File: config.mk
export PLATFORM = sky130hd
export DESIGN_NAME = tinker_fetch_queue_flat
export DESIGN_NICKNAME = d
export VERILOG_FILES = /design/src/rtl/tinker_pkg.sv /design/src/rtl/tinker_fetch_queue_if.sv /design/src/rtl/tinker_sync_fifo.sv /design/src/rtl/tinker_fetch_queue.sv /design/src/flat_wrapper.sv
export SDC_FILE = /design/constraint.sdc
export NUM_CORES = 1
export LEC_CHECK = 0
export CORE_ASPECT_RATIO = 0.9
export CORE_UTILIZATION = 55
export DETAILED_ROUTE_END_ITERATION = 8
export MAX_ROUTING_LAYER = met4
export PLACE_DENSITY = 0.88
export SYNTH_ARGS = -nofsm -noshare
export SYNTH_HDL_FRONTEND = slang
export SYNTH_HIERARCHICAL = 1
export SYNTH_SLANG_ARGS = --single-unit
File: constraint.sdc
create_clock -name clk -period 4.52 [get_ports clk]
set_input_delay 1.13 -clock clk [delete_from_list [all_inputs] [get_ports clk]]
set_output_delay 1.13 -clock clk [all_outputs]
set_load 0.05 [all_outputs]
File: src/rtl/tinker_pkg.sv
// Shared types and constants for the tinker fetch path.
package tinker_pkg;

   localparam int INST_W = 32;
   localparam int ADDR_W = 32;

   localparam logic [ADDR_W-1:0] TINKER_RESET_PC = 32'h2000;

   // One buffered instruction together with the PC it was fetched from.
   typedef struct packed {
      logic [ADDR_W-1:0] pc;
      logic [INST_W-1:0] inst;
   } fetch_entry_t;

   // Instruction addresses are word aligned; the low two bits are dropped.
   function automatic logic [ADDR_W-1:0] alignPc(input logic [ADDR_W-1:0] pc);
      return {pc[ADDR_W-1:2], 2'b00};
   endfunction

endpackage

File: src/rtl/tinker_fetch_queue_if.sv
// Memory request/response, decode handshake and redirect signals of the fetch queue.
interface tinker_fetch_queue_if;
   import tinker_pkg::*;

   logic              mem_req_valid;
   logic [ADDR_W-1:0] mem_req_addr;
   logic              mem_req_ready;
   logic              mem_rsp_valid;
   logic [INST_W-1:0] mem_rsp_data;
   logic              inst_valid;
   logic [INST_W-1:0] inst_data;
   logic [ADDR_W-1:0] inst_pc;
   logic              inst_ready;
   logic              redirect_valid;
   logic [ADDR_W-1:0] redirect_pc;
   logic              err_rsp;

   // The fetch queue itself: issues requests and presents instructions.
   modport master (
      output mem_req_valid, mem_req_addr, inst_valid, inst_data, inst_pc, err_rsp,
      input  mem_req_ready, mem_rsp_valid, mem_rsp_data, inst_ready,
             redirect_valid, redirect_pc
   );

   // The surroundings: instruction memory plus decode/control.
   modport slave (
      input  mem_req_valid, mem_req_addr, inst_valid, inst_data, inst_pc, err_rsp,
      output mem_req_ready, mem_rsp_valid, mem_rsp_data, inst_ready,
             redirect_valid, redirect_pc
   );

endinterface

File: src/rtl/tinker_sync_fifo.sv
// Circular-buffer FIFO with combinational head read and a one-cycle flush.
module tinker_sync_fifo #(
   parameter int WIDTH = 64,
   parameter int DEPTH = 4
) (
   input  logic                       clk,
   input  logic                       reset,
   input  logic                       push_i,
   input  logic [WIDTH-1:0]           pushData_i,
   input  logic                       pop_i,
   input  logic                       flush_i,
   output logic [WIDTH-1:0]           head_o,
   output logic [$clog2(DEPTH+1)-1:0] count_o
);

   localparam int CNT_W = $clog2(DEPTH+1);
   localparam int PTR_W = $clog2(DEPTH);

   logic [WIDTH-1:0] mem_q [DEPTH];
   logic [PTR_W-1:0] wrPtr_q, wrPtr_d;
   logic [PTR_W-1:0] rdPtr_q, rdPtr_d;
   logic [CNT_W-1:0] count_q, count_d;
   logic             doPush;
   logic             doPop;

   // Qualify push/pop against occupancy; a full FIFO still takes a push when it pops in the same cycle.
   always_comb begin
      doPop  = pop_i && (count_q != '0) && !flush_i;
      doPush = push_i && !flush_i && ((count_q != CNT_W'(DEPTH)) || doPop);
   end

   // Next pointers and occupancy; the pointers wrap naturally since DEPTH is a power of two.
   always_comb begin
      wrPtr_d = wrPtr_q;
      rdPtr_d = rdPtr_q;
      count_d = count_q + CNT_W'(doPush) - CNT_W'(doPop);
      if (doPush) wrPtr_d = wrPtr_q + PTR_W'(1);
      if (doPop)  rdPtr_d = rdPtr_q + PTR_W'(1);
      if (flush_i) begin
         wrPtr_d = '0;
         rdPtr_d = '0;
         count_d = '0;
      end
   end

   // Pointer and occupancy registers.
   always_ff @(posedge clk or negedge reset) begin
      if (!reset) begin
         wrPtr_q <= '0;
         rdPtr_q <= '0;
         count_q <= '0;
      end else begin
         wrPtr_q <= wrPtr_d;
         rdPtr_q <= rdPtr_d;
         count_q <= count_d;
      end
   end

   // Entry storage; cleared on reset so the head reads as zero out of reset.
   always_ff @(posedge clk or negedge reset) begin
      if (!reset) begin
         for (int i = 0; i < DEPTH; i++) mem_q[i] <= '0;
      end else if (doPush) begin
         mem_q[wrPtr_q] <= pushData_i;
      end
   end

   assign head_o  = mem_q[rdPtr_q];
   assign count_o = count_q;

endmodule

File: src/rtl/tinker_fetch_queue.sv
// Instruction prefetch: credit-limited sequential fetch, response buffering and redirect flush.
module tinker_fetch_queue
   import tinker_pkg::*;
#(
   parameter int                DEPTH    = 4,
   parameter logic [ADDR_W-1:0] RESET_PC = TINKER_RESET_PC
) (
   input logic                clk,
   input logic                reset,
   tinker_fetch_queue_if.master bus
);

   localparam int CNT_W = $clog2(DEPTH+1);

   logic [ADDR_W-1:0] fetchPc_q, fetchPc_d;
   logic [ADDR_W-1:0] rspPc_q, rspPc_d;
   logic [CNT_W-1:0]  outstanding_q, outstanding_d;
   logic [CNT_W-1:0]  dropCnt_q, dropCnt_d;
   logic              errRsp_q, errRsp_d;
   logic [CNT_W-1:0]  fifoCount;
   logic [CNT_W:0]    creditUsed;
   logic              reqValid, reqFire;
   logic              rspDrop, rspOrphan, rspPush, rspRetire;
   logic              instPop;
   logic [ADDR_W-1:0] redirectTarget;
   fetch_entry_t      pushEntry, headEntry;

   // Request issue and response classification. Dropped requests keep their credit until they return.
   always_comb begin
      creditUsed     = {1'b0, fifoCount} + {1'b0, outstanding_q};
      reqValid       = reset && !bus.redirect_valid && (creditUsed < (CNT_W+1)'(DEPTH));
      reqFire        = reqValid && bus.mem_req_ready;
      rspDrop        = bus.mem_rsp_valid && (dropCnt_q != '0);
      rspOrphan      = bus.mem_rsp_valid && (dropCnt_q == '0) && (outstanding_q == '0);
      rspPush        = bus.mem_rsp_valid && (dropCnt_q == '0) && (outstanding_q != '0)
                       && !bus.redirect_valid;
      rspRetire      = bus.mem_rsp_valid && (outstanding_q != '0);
      instPop        = bus.inst_valid && bus.inst_ready && !bus.redirect_valid;
      redirectTarget = alignPc(bus.redirect_pc);
      pushEntry.pc   = rspPc_q;
      pushEntry.inst = bus.mem_rsp_data;
   end

   // Next-state for the address, credit and drop bookkeeping; a redirect overrides everything.
   always_comb begin
      fetchPc_d     = fetchPc_q;
      rspPc_d       = rspPc_q;
      outstanding_d = outstanding_q + CNT_W'(reqFire) - CNT_W'(rspRetire);
      dropCnt_d     = dropCnt_q - CNT_W'(rspDrop);
      errRsp_d      = errRsp_q || rspOrphan;
      if (reqFire) fetchPc_d = fetchPc_q + 32'd4;
      if (rspPush) rspPc_d   = rspPc_q + 32'd4;
      if (bus.redirect_valid) begin
         fetchPc_d = redirectTarget;
         rspPc_d   = redirectTarget;
         dropCnt_d = outstanding_d;
      end
   end

   // Bookkeeping registers.
   always_ff @(posedge clk or negedge reset) begin
      if (!reset) begin
         fetchPc_q     <= RESET_PC;
         rspPc_q       <= RESET_PC;
         outstanding_q <= '0;
         dropCnt_q     <= '0;
         errRsp_q      <= 1'b0;
      end else begin
         fetchPc_q     <= fetchPc_d;
         rspPc_q       <= rspPc_d;
         outstanding_q <= outstanding_d;
         dropCnt_q     <= dropCnt_d;
         errRsp_q      <= errRsp_d;
      end
   end

   tinker_sync_fifo #(
      .WIDTH ($bits(fetch_entry_t)),
      .DEPTH (DEPTH)
   ) u_fifo (
      .clk        (clk),
      .reset      (reset),
      .push_i     (rspPush),
      .pushData_i (pushEntry),
      .pop_i      (instPop),
      .flush_i    (bus.redirect_valid),
      .head_o     (headEntry),
      .count_o    (fifoCount)
   );

   assign bus.mem_req_valid = reqValid;
   assign bus.mem_req_addr  = fetchPc_q;
   assign bus.inst_valid    = (fifoCount != '0);
   assign bus.inst_data     = headEntry.inst;
   assign bus.inst_pc       = headEntry.pc;
   assign bus.err_rsp       = errRsp_q;

endmodule

File: src/flat_wrapper.sv
// flat-port wrapper written by rule: the top's interface ports become plain ports
module tinker_fetch_queue_flat import tinker_pkg::*;
#(
   parameter int                DEPTH    = 4,
   parameter logic [ADDR_W-1:0] RESET_PC = TINKER_RESET_PC
)
  (clk, reset, bus_mem_req_valid, bus_mem_req_addr, bus_inst_valid, bus_inst_data, bus_inst_pc, bus_err_rsp, bus_mem_req_ready, bus_mem_rsp_valid, bus_mem_rsp_data, bus_inst_ready, bus_redirect_valid, bus_redirect_pc);
  tinker_fetch_queue_if bus_i ();
  input logic clk;
  input logic reset;
  output wire logic [$bits(bus_i.mem_req_valid)-1:0] bus_mem_req_valid;
  output wire logic [$bits(bus_i.mem_req_addr)-1:0] bus_mem_req_addr;
  output wire logic [$bits(bus_i.inst_valid)-1:0] bus_inst_valid;
  output wire logic [$bits(bus_i.inst_data)-1:0] bus_inst_data;
  output wire logic [$bits(bus_i.inst_pc)-1:0] bus_inst_pc;
  output wire logic [$bits(bus_i.err_rsp)-1:0] bus_err_rsp;
  input wire logic [$bits(bus_i.mem_req_ready)-1:0] bus_mem_req_ready;
  input wire logic [$bits(bus_i.mem_rsp_valid)-1:0] bus_mem_rsp_valid;
  input wire logic [$bits(bus_i.mem_rsp_data)-1:0] bus_mem_rsp_data;
  input wire logic [$bits(bus_i.inst_ready)-1:0] bus_inst_ready;
  input wire logic [$bits(bus_i.redirect_valid)-1:0] bus_redirect_valid;
  input wire logic [$bits(bus_i.redirect_pc)-1:0] bus_redirect_pc;
  assign bus_mem_req_valid = bus_i.mem_req_valid;
  assign bus_mem_req_addr = bus_i.mem_req_addr;
  assign bus_inst_valid = bus_i.inst_valid;
  assign bus_inst_data = bus_i.inst_data;
  assign bus_inst_pc = bus_i.inst_pc;
  assign bus_err_rsp = bus_i.err_rsp;
  assign bus_i.mem_req_ready = bus_mem_req_ready;
  assign bus_i.mem_rsp_valid = bus_mem_rsp_valid;
  assign bus_i.mem_rsp_data = bus_mem_rsp_data;
  assign bus_i.inst_ready = bus_inst_ready;
  assign bus_i.redirect_valid = bus_redirect_valid;
  assign bus_i.redirect_pc = bus_redirect_pc;
  tinker_fetch_queue #(.DEPTH(DEPTH), .RESET_PC(RESET_PC)) u_core (.clk(clk), .reset(reset), .bus(bus_i));
endmodule
# Word level (Yosys, flattened, before mapping)
# Index checks and enable logic that the tools add are counted.
# word_totals
reg_bits,334
in_bits,70
word_cells,73
# op_classes
n_addsub,10
magnitude_cmp,4
n_eq_ne,1
mux,16
n_bitwise,2
n_reduce_logical,28
# ops
cell,n
$bwmux 256,1
$mux 64,3
$bmux 64 s2,1
$demux 64 s2,1
$mux 32,4
$add 32x3->32 const B,2
$logic_and 1x1->1,16
$reduce_bool 3->1,3
$sub 3x1->3,3
$mux 2,4
$reduce_bool 2->1,4
$add 3x1->3,2
$ge 3x3->1 const B,2
$logic_not 3->1,2
$mux 3,2
$not 2->3,2
$add 2x1->2 const B,2
$add 3x3->4,1
$lt 4x3->1 const B,1
$lt 3x1->1 const B,1
$ne 3x3->1 const B,1
$logic_or 1x1->1,2
$logic_not 1->1,1

# Longest topological paths before layout
# Gate-level depths: netlist of the first run.
# depth
depth_word,10
mapped_depth,14
ltp_nobuf,12

# Hierarchy
# The synthesis of the first run kept the hierarchy.
# modules_own_cells
mod,instances,cells_per_inst,area_each_um2,seq_area_each_um2
tinker_sync_fifo,1,662,12405.6,6581.3
tinker_fetch_queue,1,413,3897.5,1679.1

# Least setup slack after synthesis of the first run
# Ideal clock, no wire load.
# synth_path
path_type,input -> register
start,in bus_redirect_valid
end,"reg u_core.u_fifo.count_q[2], in the netlist u_core/u_fifo/count_o[2]"
setup_ns,0.131
arrival_time_ns,3.486
slack_ns,0.903
stages,12
n_path_buf,3
path_cell_list,buf_6 > clkbuf_1 > clkbuf_1 > nor3_1 > or3b_2 > ha_1 > inv_1 > ha_1 > inv_1 > fa_1 > xnor2_1 > nor2_1
# synth_via
elab_cells_between_ends,11
# synth_lines
item,line,source
from (decl),flat_wrapper.sv:21,input wire logic [$bits(bus_i.redirect_valid)-1:0] bus_redirect_valid;
$logic_not 1->1,tinker_fetch_queue.sv:36,&& !bus.redirect_valid;
$logic_and 1x1->1,tinker_fetch_queue.sv:36,
named net u_core.rspPush,tinker_fetch_queue.sv:23,"logic rspDrop, rspOrphan, rspPush, rspRetire;"
$logic_and 1x1->1 (2 in series),tinker_sync_fifo.sv:29,doPush = push_i && !flush_i && ((count_q != CNT_W'(DEPTH)) || doPop);
$add 3x1->3,tinker_sync_fifo.sv:36,count_d = count_q + CNT_W'(doPush) - CNT_W'(doPop);
$sub 3x1->3,tinker_sync_fifo.sv:36,
$mux 3,tinker_sync_fifo.sv:39,if (flush_i) begin
named net u_core.u_fifo.count_d[2],tinker_sync_fifo.sv:22,"logic [CNT_W-1:0] count_q, count_d;"
to (signal assigned),tinker_sync_fifo.sv:55,count_q <= count_d;
to (decl),tinker_sync_fifo.sv:22,
# The timed path passes the listed nets, and every way through them passes these cells.
# A chain may end at the register's enable or synchronous reset.

# Final worst setup path of the first run
# layout_path
start,reg u_core.u_fifo.rdPtr_q[0]
end,out bus_inst_pc[10]
# layout_via
elab_chain_cells,4
# layout_lines
item,line,source
from (decl),tinker_sync_fifo.sv:21,"logic [PTR_W-1:0] rdPtr_q, rdPtr_d;"
from (signal assigned),tinker_sync_fifo.sv:54,rdPtr_q <= rdPtr_d;
$not 2->3 (implied by the code),tinker_sync_fifo.sv:68,assign head_o = mem_q[rdPtr_q];
$bmux 64 s2,tinker_sync_fifo.sv:68,
$mux 64 (implied by the code) (2 in series),tinker_sync_fifo.sv:68,
to (decl),flat_wrapper.sv:15,output wire logic [$bits(bus_i.inst_pc)-1:0] bus_inst_pc;
# No other way between the ends. The select of a mux whose other input is x is not followed.

==> results of run 1 <==
## flip-flops by register name, indices dropped and copies added, names as in the netlist
name                     flops
u_core/bus.err_rsp           1
u_core/u_fifo/wrPtr_q        2
u_core/u_fifo/mem_q        256
u_core/dropCnt_q             3
u_core/rspPc_q              30
u_core/outstanding_q         3
u_core/u_fifo/rdPtr_q        2
u_core/u_fifo/count_o        3
u_core/bus.mem_req_addr     30
## final timing paths
check,to,slack (ps),cells after the start
setup / recovery,bus_inst_pc[10],560,3
hold / removal,u_core/u_fifo/mem_q[84],500,1
hold reg to reg,u_core/u_fifo/mem_q[84],500,1
setup reg to reg,u_core/dropCnt_q[2],1460,12
min in group asynchronous,u_core/u_fifo/mem_q[136],510,1
max in group asynchronous,u_core/u_fifo/mem_q[213],2080,3
## synth_stat cells, types with 10 or more instances
library cell	count
nand4_1	28
o21ai_1	15
inv_1	19
xnor2_1	15
mux2_4	180
o21ai_0	19
xor2_1	29
nor2_1	25
nand3_1	33
clkbuf_1	18
nand2_1	46
dfrtp_1	328
mux2_2	87
ha_1	14
a21oi_1	10
buf_12	18
buf_2	11
mux4_2	64
## metal layers
layer / global-route usage, % / share of wire (%)
met1: 35.8 / 45
met2: 38.3 / 47
met3: 4.54 / 6.2
met4: 6.78 / 2.2
met5: - / 0
## area by class of cell
cell class	instances	share of cell area [%]
Clock inverter	8	0.493
Antenna cell	1	0.0130
Sequential cell	330	42.8
Multi-Input combinational cell	673	38.5
Clock buffer	51	5.44
Timing Repair Buffer	185	9.77
Tap cell	396	2.57
Inverter	20	0.389
## logic make-up after synthesis
kind of cell / Yosys count / synth area share [%]
multiplexers: 334 / 31.6
adder cells (fa/ha/maj): 16 / 1.32
AO/OA/AOI/OAI: 78 / 2.95
other: 1 / 0.0230
XOR/XNOR: 44 / 2.36
buffers and inverters: 81 / 4.16
flip-flops: 330 / 50.7
AND/OR/NAND/NOR: 191 / 6.90
## where the power goes
group	switching (mW)	leakage (nW)	total [mW]	internal, mW
clock network	1.14	0.559	2.86	1.72
logic	1.71	3.52	3.05	1.34
registers	0.337	4.39	3.70	3.36
## stage by stage
stage	area [um2]	hold slack, ps
detailed placement	18100	465
CTS	19300	497
floorplan	16300	475
finish	19300	501
global route	19300	509
global placement	18100	465
## placed cells by master (no fill, tap or decap), drive strengths merged, types with 4 or more instances in the layout
master,count
dfrtp,328
mux2,267
clkdlybuf4s50,161
mux4,64
clkbuf,51
nand2,46
nand3,36
o21ai,34
xor2,29
nand4,28
nor2,25
buf,24
inv,20
xnor2,15
ha,14
nor3,11
a21oi,10
conb,10
o211ai,9
and3,8
nor4,7
o311ai,6
a21boi,6
a31oi,5
and2,5
nand2b,5
clkinv,4
==> results.sh, run 1 <==
export IMPL_cts_tree="built"
export IMPL_hold_start="u_core/u_fifo/mem_q[84]"
export IMPL_cts_hold_buf=0
export IMPL_synth_edf_count=0
export IMPL_critPathTopFamily="buffers and inverters"
export IMPL_netlist_top_cells_area="dfrtp_1 50%, mux2_4 17%, mux4_2 8.8%"
export IMPL_worstSetupEndpointType="output port"
export IMPL_place_hpwl_mm=22.9
export IMPL_drv_cap=0
export IMPL_crit_fanout=23
export IMPL_area_growth_pct=18.3
export IMPL_worstHoldPathType="reg -> reg"
export IMPL_synth_top_area_share_pct=50.3
export IMPL_finalSetupViolations=0
export IMPL_drt_iter0_drc=810
export IMPL_cts_made_buffers=36
export IMPL_finalHoldViolations=0
export IMPL_critical_path_slowest_cell="clkdlybuf4s50_1"
export IMPL_netlist_area_um2=16300
export IMPL_leakage_nw=8.47
export IMPL_routedWlPerCell_um=21.7
export IMPL_crit_buf_inv=2
export IMPL_pre_cts_ws_ps=390
export IMPL_synth_area_per_cell_um2=15.2
export IMPL_root_buffer="clkbuf_16"
export IMPL_grt_ovfl_total=0
export IMPL_clockBufferDepth=3
export IMPL_synth_warnings=6
export IMPL_r2r_start="u_core/u_fifo/count_o[1]"
export IMPL_start_util_pct=56.2
export IMPL_multi_input_area_um2=7420
export IMPL_htree_levels=2
export IMPL_num_vias=9858
export IMPL_fin_util_pct=66.5
export IMPL_postCtsSetupRepairBufs=0
export IMPL_max_slew_margin_pct=37.3
export IMPL_clock_sinks=330
export IMPL_fin_tns_setup_ps=0
export IMPL_antenna_found_initial=1
export IMPL_max_freq_mhz=253
export IMPL_status="complete, no violations"
export IMPL_grt_max_degree=168
export IMPL_io_buffers=164
export IMPL_dp_cells=1604
export IMPL_final_antenna_net_count=0
export IMPL_period_needed_ps=3960
export IMPL_critical_path_required_ps=3390
export IMPL_netlist_instances=1075
export IMPL_crit_arrival_ps=2830
export IMPL_yosysUniqueCellTypes=59
export IMPL_synth_main_ff_cell="dfrtp_1"
export IMPL_cts_clk_slew_worst_paths_ps=60
export IMPL_seq_area_um2=8270
export IMPL_drv_slew=0
export IMPL_drc=0
export IMPL_slowest_delay_ps=730
export IMPL_yosysSeqAreaShare_pct=50.7
export IMPL_yosysTopAreaCell="dfrtp_1"
export IMPL_fin_worst_skew_ps=18.2
export IMPL_die_h_um=165
export IMPL_worstSetupStartpointType="register"
export IMPL_total_power_mw=9.61
export IMPL_clk_latency_ps=500
export IMPL_dr_pass1_iters=7
export IMPL_io_pins=169
export IMPL_worst_pin_slew_ps=934
export IMPL_num_rows=59
export IMPL_nets=1332
export IMPL_path_class="reg -> out"
export IMPL_dieWidth_um=183
export IMPL_fp_dieArea_um2=30300
export IMPL_finalNonFillerCells=1664
export IMPL_grtUsageTotal_pct=25.4
export IMPL_max_vdd_ir_drop_uv=296
export IMPL_cp_cell_sequence="buf_12 > mux4_2 > clkdlybuf4s50_1"
export IMPL_fin_crit_sh_pct=87.6
export IMPL_place_congestion=0.876
export IMPL_cts_resized=0
export IMPL_synth_seq_cells=330
export IMPL_synthArstFlopShare_pct=100
export IMPL_drive_gt1_share_pct=33.9
export IMPL_grt_pass1_vias=10700
export IMPL_core_um2=29000
export IMPL_setup_worst_path_start="u_core/u_fifo/rdPtr_q[0]"
export IMPL_fillerInstances=1990
export IMPL_worst_slack_ps=562
export IMPL_totalWireLength_mm=36.1
export IMPL_viasPerCell=5.92
export IMPL_p_per_area_nw_per_um2=498
export IMPL_grt_setup_unrepaired="no"
export IMPL_grt_pass1_wl_mm=58.6
No activity file was read; power rests on OpenSTA's default activity.
==> run 2, diff against run 1 <==
--- a/config.mk
+++ b/config.mk
@@ -8,8 +8,10 @@
 export CORE_ASPECT_RATIO = 0.9
 export CORE_UTILIZATION = 55
 export DETAILED_ROUTE_END_ITERATION = 8
+export HOLD_SLACK_MARGIN = 0.06
 export MAX_ROUTING_LAYER = met4
 export PLACE_DENSITY = 0.88
+export SETUP_SLACK_MARGIN = 0.1
 export SYNTH_ARGS = -nofsm -noshare
 export SYNTH_HDL_FRONTEND = slang
 export SYNTH_HIERARCHICAL = 1
==> results of run 2 <==
No change in the layout: final DEF, timing and power equal those of run 1.
==> run 3, diff against run 2 <==
--- a/config.mk
+++ b/config.mk
@@ -6,12 +6,13 @@
 export NUM_CORES = 1
 export LEC_CHECK = 0
 export CORE_ASPECT_RATIO = 0.9
-export CORE_UTILIZATION = 55
+export CORE_UTILIZATION = 40
 export DETAILED_ROUTE_END_ITERATION = 8
 export HOLD_SLACK_MARGIN = 0.06
 export MAX_ROUTING_LAYER = met4
-export PLACE_DENSITY = 0.88
+export PLACE_DENSITY = 0.7
 export SETUP_SLACK_MARGIN = 0.1
+export SKIP_CTS_REPAIR_TIMING = 1
 export SYNTH_ARGS = -nofsm -noshare
 export SYNTH_HDL_FRONTEND = slang
 export SYNTH_HIERARCHICAL = 1
==> run 3 against run 2 <==
  * Setup slack got worse by 99 ps
  * Total power increased by 1.9%
  * Critical path type unchanged
  * Clock skew decreased by 1.0 ps
  * Cell area increased by 1.5%
==> results.sh, run 3 (same netlist as run 1, synthesis figures left out) <==
export IMPL_area_growth_pct=20.1
export IMPL_nets=1339
export IMPL_r2r_slack_ps=1580
export IMPL_crit_arrival_ps=2930
export IMPL_crit_fanout=25
export IMPL_r2r_start="u_core/dropCnt_q[0]"
export IMPL_io_buffers=164
export IMPL_clock_sinks=330
export IMPL_max_freq_mhz=247
export IMPL_p_seq_share_pct=37.7
export IMPL_fillerInstances=3391
export IMPL_worstSetupEndpointType="output port"
export IMPL_io_pins=169
export IMPL_largest_register_ffs=256
export IMPL_final_cell_mix="326 x dfrtp_1, 180 x mux2_4, 161 x clkdlybuf4s50_1"
export IMPL_fin_worst_skew_ps=17.2
export IMPL_p_int_mw=6.50
export IMPL_p_per_area_nw_per_um2=500
export IMPL_core_um2=39800
export IMPL_max_vdd_ir_drop_uv=401
export IMPL_place_hpwl_mm=23.6
export IMPL_grt_ovfl_total=0
export IMPL_drv_slew=0
export IMPL_r2r_end="u_core/u_fifo/count_o[2]"
export IMPL_clockBufferDepth=3
export IMPL_final_common_cell="dfrtp_1"
export IMPL_viasPerCell=5.36
export IMPL_htree_levels=2
export IMPL_finalHoldViolations=0
export IMPL_top_register="u_core/u_fifo/mem_q"
export IMPL_worstSetupStartpointType="register"
export IMPL_seq_area_um2=8270
export IMPL_worstHoldPathCells=1
export IMPL_fp_dieArea_um2=41600
export IMPL_leakage_nw=8.53
export IMPL_hold_start="u_core/u_fifo/mem_q[82]"
export IMPL_p_clk_share_pct=31.0
export IMPL_switching_share_pct=33.6
export IMPL_final_antenna_net_count=0
export IMPL_drv_cap=0
export IMPL_grt_pass1_vias=10500
export IMPL_num_vias=9732
export IMPL_p_comb_share_pct=31.3
export IMPL_fin_crit_sh_pct=89.7
export IMPL_grt_setup_unrepaired="no"
export IMPL_routedWlPerCell_um=20.5
export IMPL_multi_input_area_um2=7420
export IMPL_drt_iter0_drc=753
export IMPL_num_rows=69
export IMPL_start_util_pct=41.0
export IMPL_cts_clk_slew_worst_paths_ps=60
export IMPL_fin_tns_setup_ps=0
export IMPL_cts_made_buffers=38
export IMPL_setup_worst_path_start="u_core/u_fifo/rdPtr_q[1]"
export IMPL_max_slew_margin_pct=36.7
export IMPL_hold_end="u_core/u_fifo/mem_q[82]"
export IMPL_diodes=0
export IMPL_place_congestion=0.831
export IMPL_critical_path_required_ps=3390
export IMPL_dr_pass1_iters=5
export IMPL_drc=0
export IMPL_clk_latency_ps=540
export IMPL_status="complete, no violations"
export IMPL_period_needed_ps=4060
export IMPL_whs_ps=500
export IMPL_cts_tree="built"
export IMPL_root_buffer="clkbuf_16"
export IMPL_grt_pass1_wl_mm=59.7
export IMPL_antenna_found_initial=0
export IMPL_power_net_switching_mw=3.30
export IMPL_die_h_um=194
export IMPL_worstHoldPathType="reg -> reg"
export IMPL_drive_gt1_share_pct=34.2
export IMPL_r2r_cells=10
export IMPL_worst_pin_slew_ps=949
export IMPL_grt_max_degree=74
export IMPL_path_class="reg -> out"
export IMPL_totalWireLength_mm=37.1
export IMPL_grtUsageTotal_pct=18.6
export IMPL_dieWidth_um=215
export IMPL_finalSetupViolations=0
==> run 3: cell types whose count changed in the layout (fill, tap and decap cells not counted), moves of 2 or more <==
cell      previous run  this run
clkbuf_1             7        13
inv_6                0         2
buf_4               15        20
clkinv_2             4         6
==> run 3: through the flow <==
step	power (mW)	area (um2)	cells	setup slack [ps]	util (%)
final	9.80	19600	1815	464	49.2
after global routing	10.2	19600	1815	311	49.2
after CTS	9.91	19600	1815	375	49.2
after detailed placement	6.80	18400	1745	417	46.1
after global placement	6.75	18400	1745	402	46.1
after floorplan	5.79	16300	1084	903	-
==> run 3: critical path: stages, from the launching register on <==
cell	delay (ps)
dfrtp_2	780
buf_4	470
mux4_2	400
clkdlybuf4s50_1	720
==> run 3: final cells by class <==
type	instances	area share (%)
sequential	330	42.2
multi-input combinational	673	37.9
timing repair buffer	190	9.82
clock buffer	58	5.60
tap	532	3.40
clock inverter	12	0.671
inverter	20	0.383
==> run 3: power by group through the flow <==
stage               Combinational [mW]  Clock (mW)  Sequential, mW
floorplan                         2.05           0            3.74
detailed placement                3.09           0            3.72
global route                      3.22        3.24            3.74
finish                            3.07        3.04            3.69
global placement                  3.04           0            3.71
CTS                               3.10        3.13            3.69
==> run 3: worst max path at each step <==
stage / depth (start not counted) / slack, ps / to
floorplan: 12 / 900 / u_core/u_fifo/count_o[2]
global placement: 11 / 400 / u_core/u_fifo/count_o[2]
detailed placement: 11 / 420 / u_core/u_fifo/count_o[2]
CTS: 3 / 380 / bus_inst_data[20]
global route: 3 / 310 / bus_inst_data[20]
finish: 3 / 460 / bus_inst_data[20]
==> run 3: layer usage <==
layer | vias to the layer above | GRT usage [%] | routed length (um)
li1 | 4303 | - | -
met1 | 5120 | 26.5 | 17800
met2 | 266 | 27.3 | 16800
met3 | 43 | 3.63 | 2040
met4 | 0 | 4.39 | 538
met5 | - | - | 0
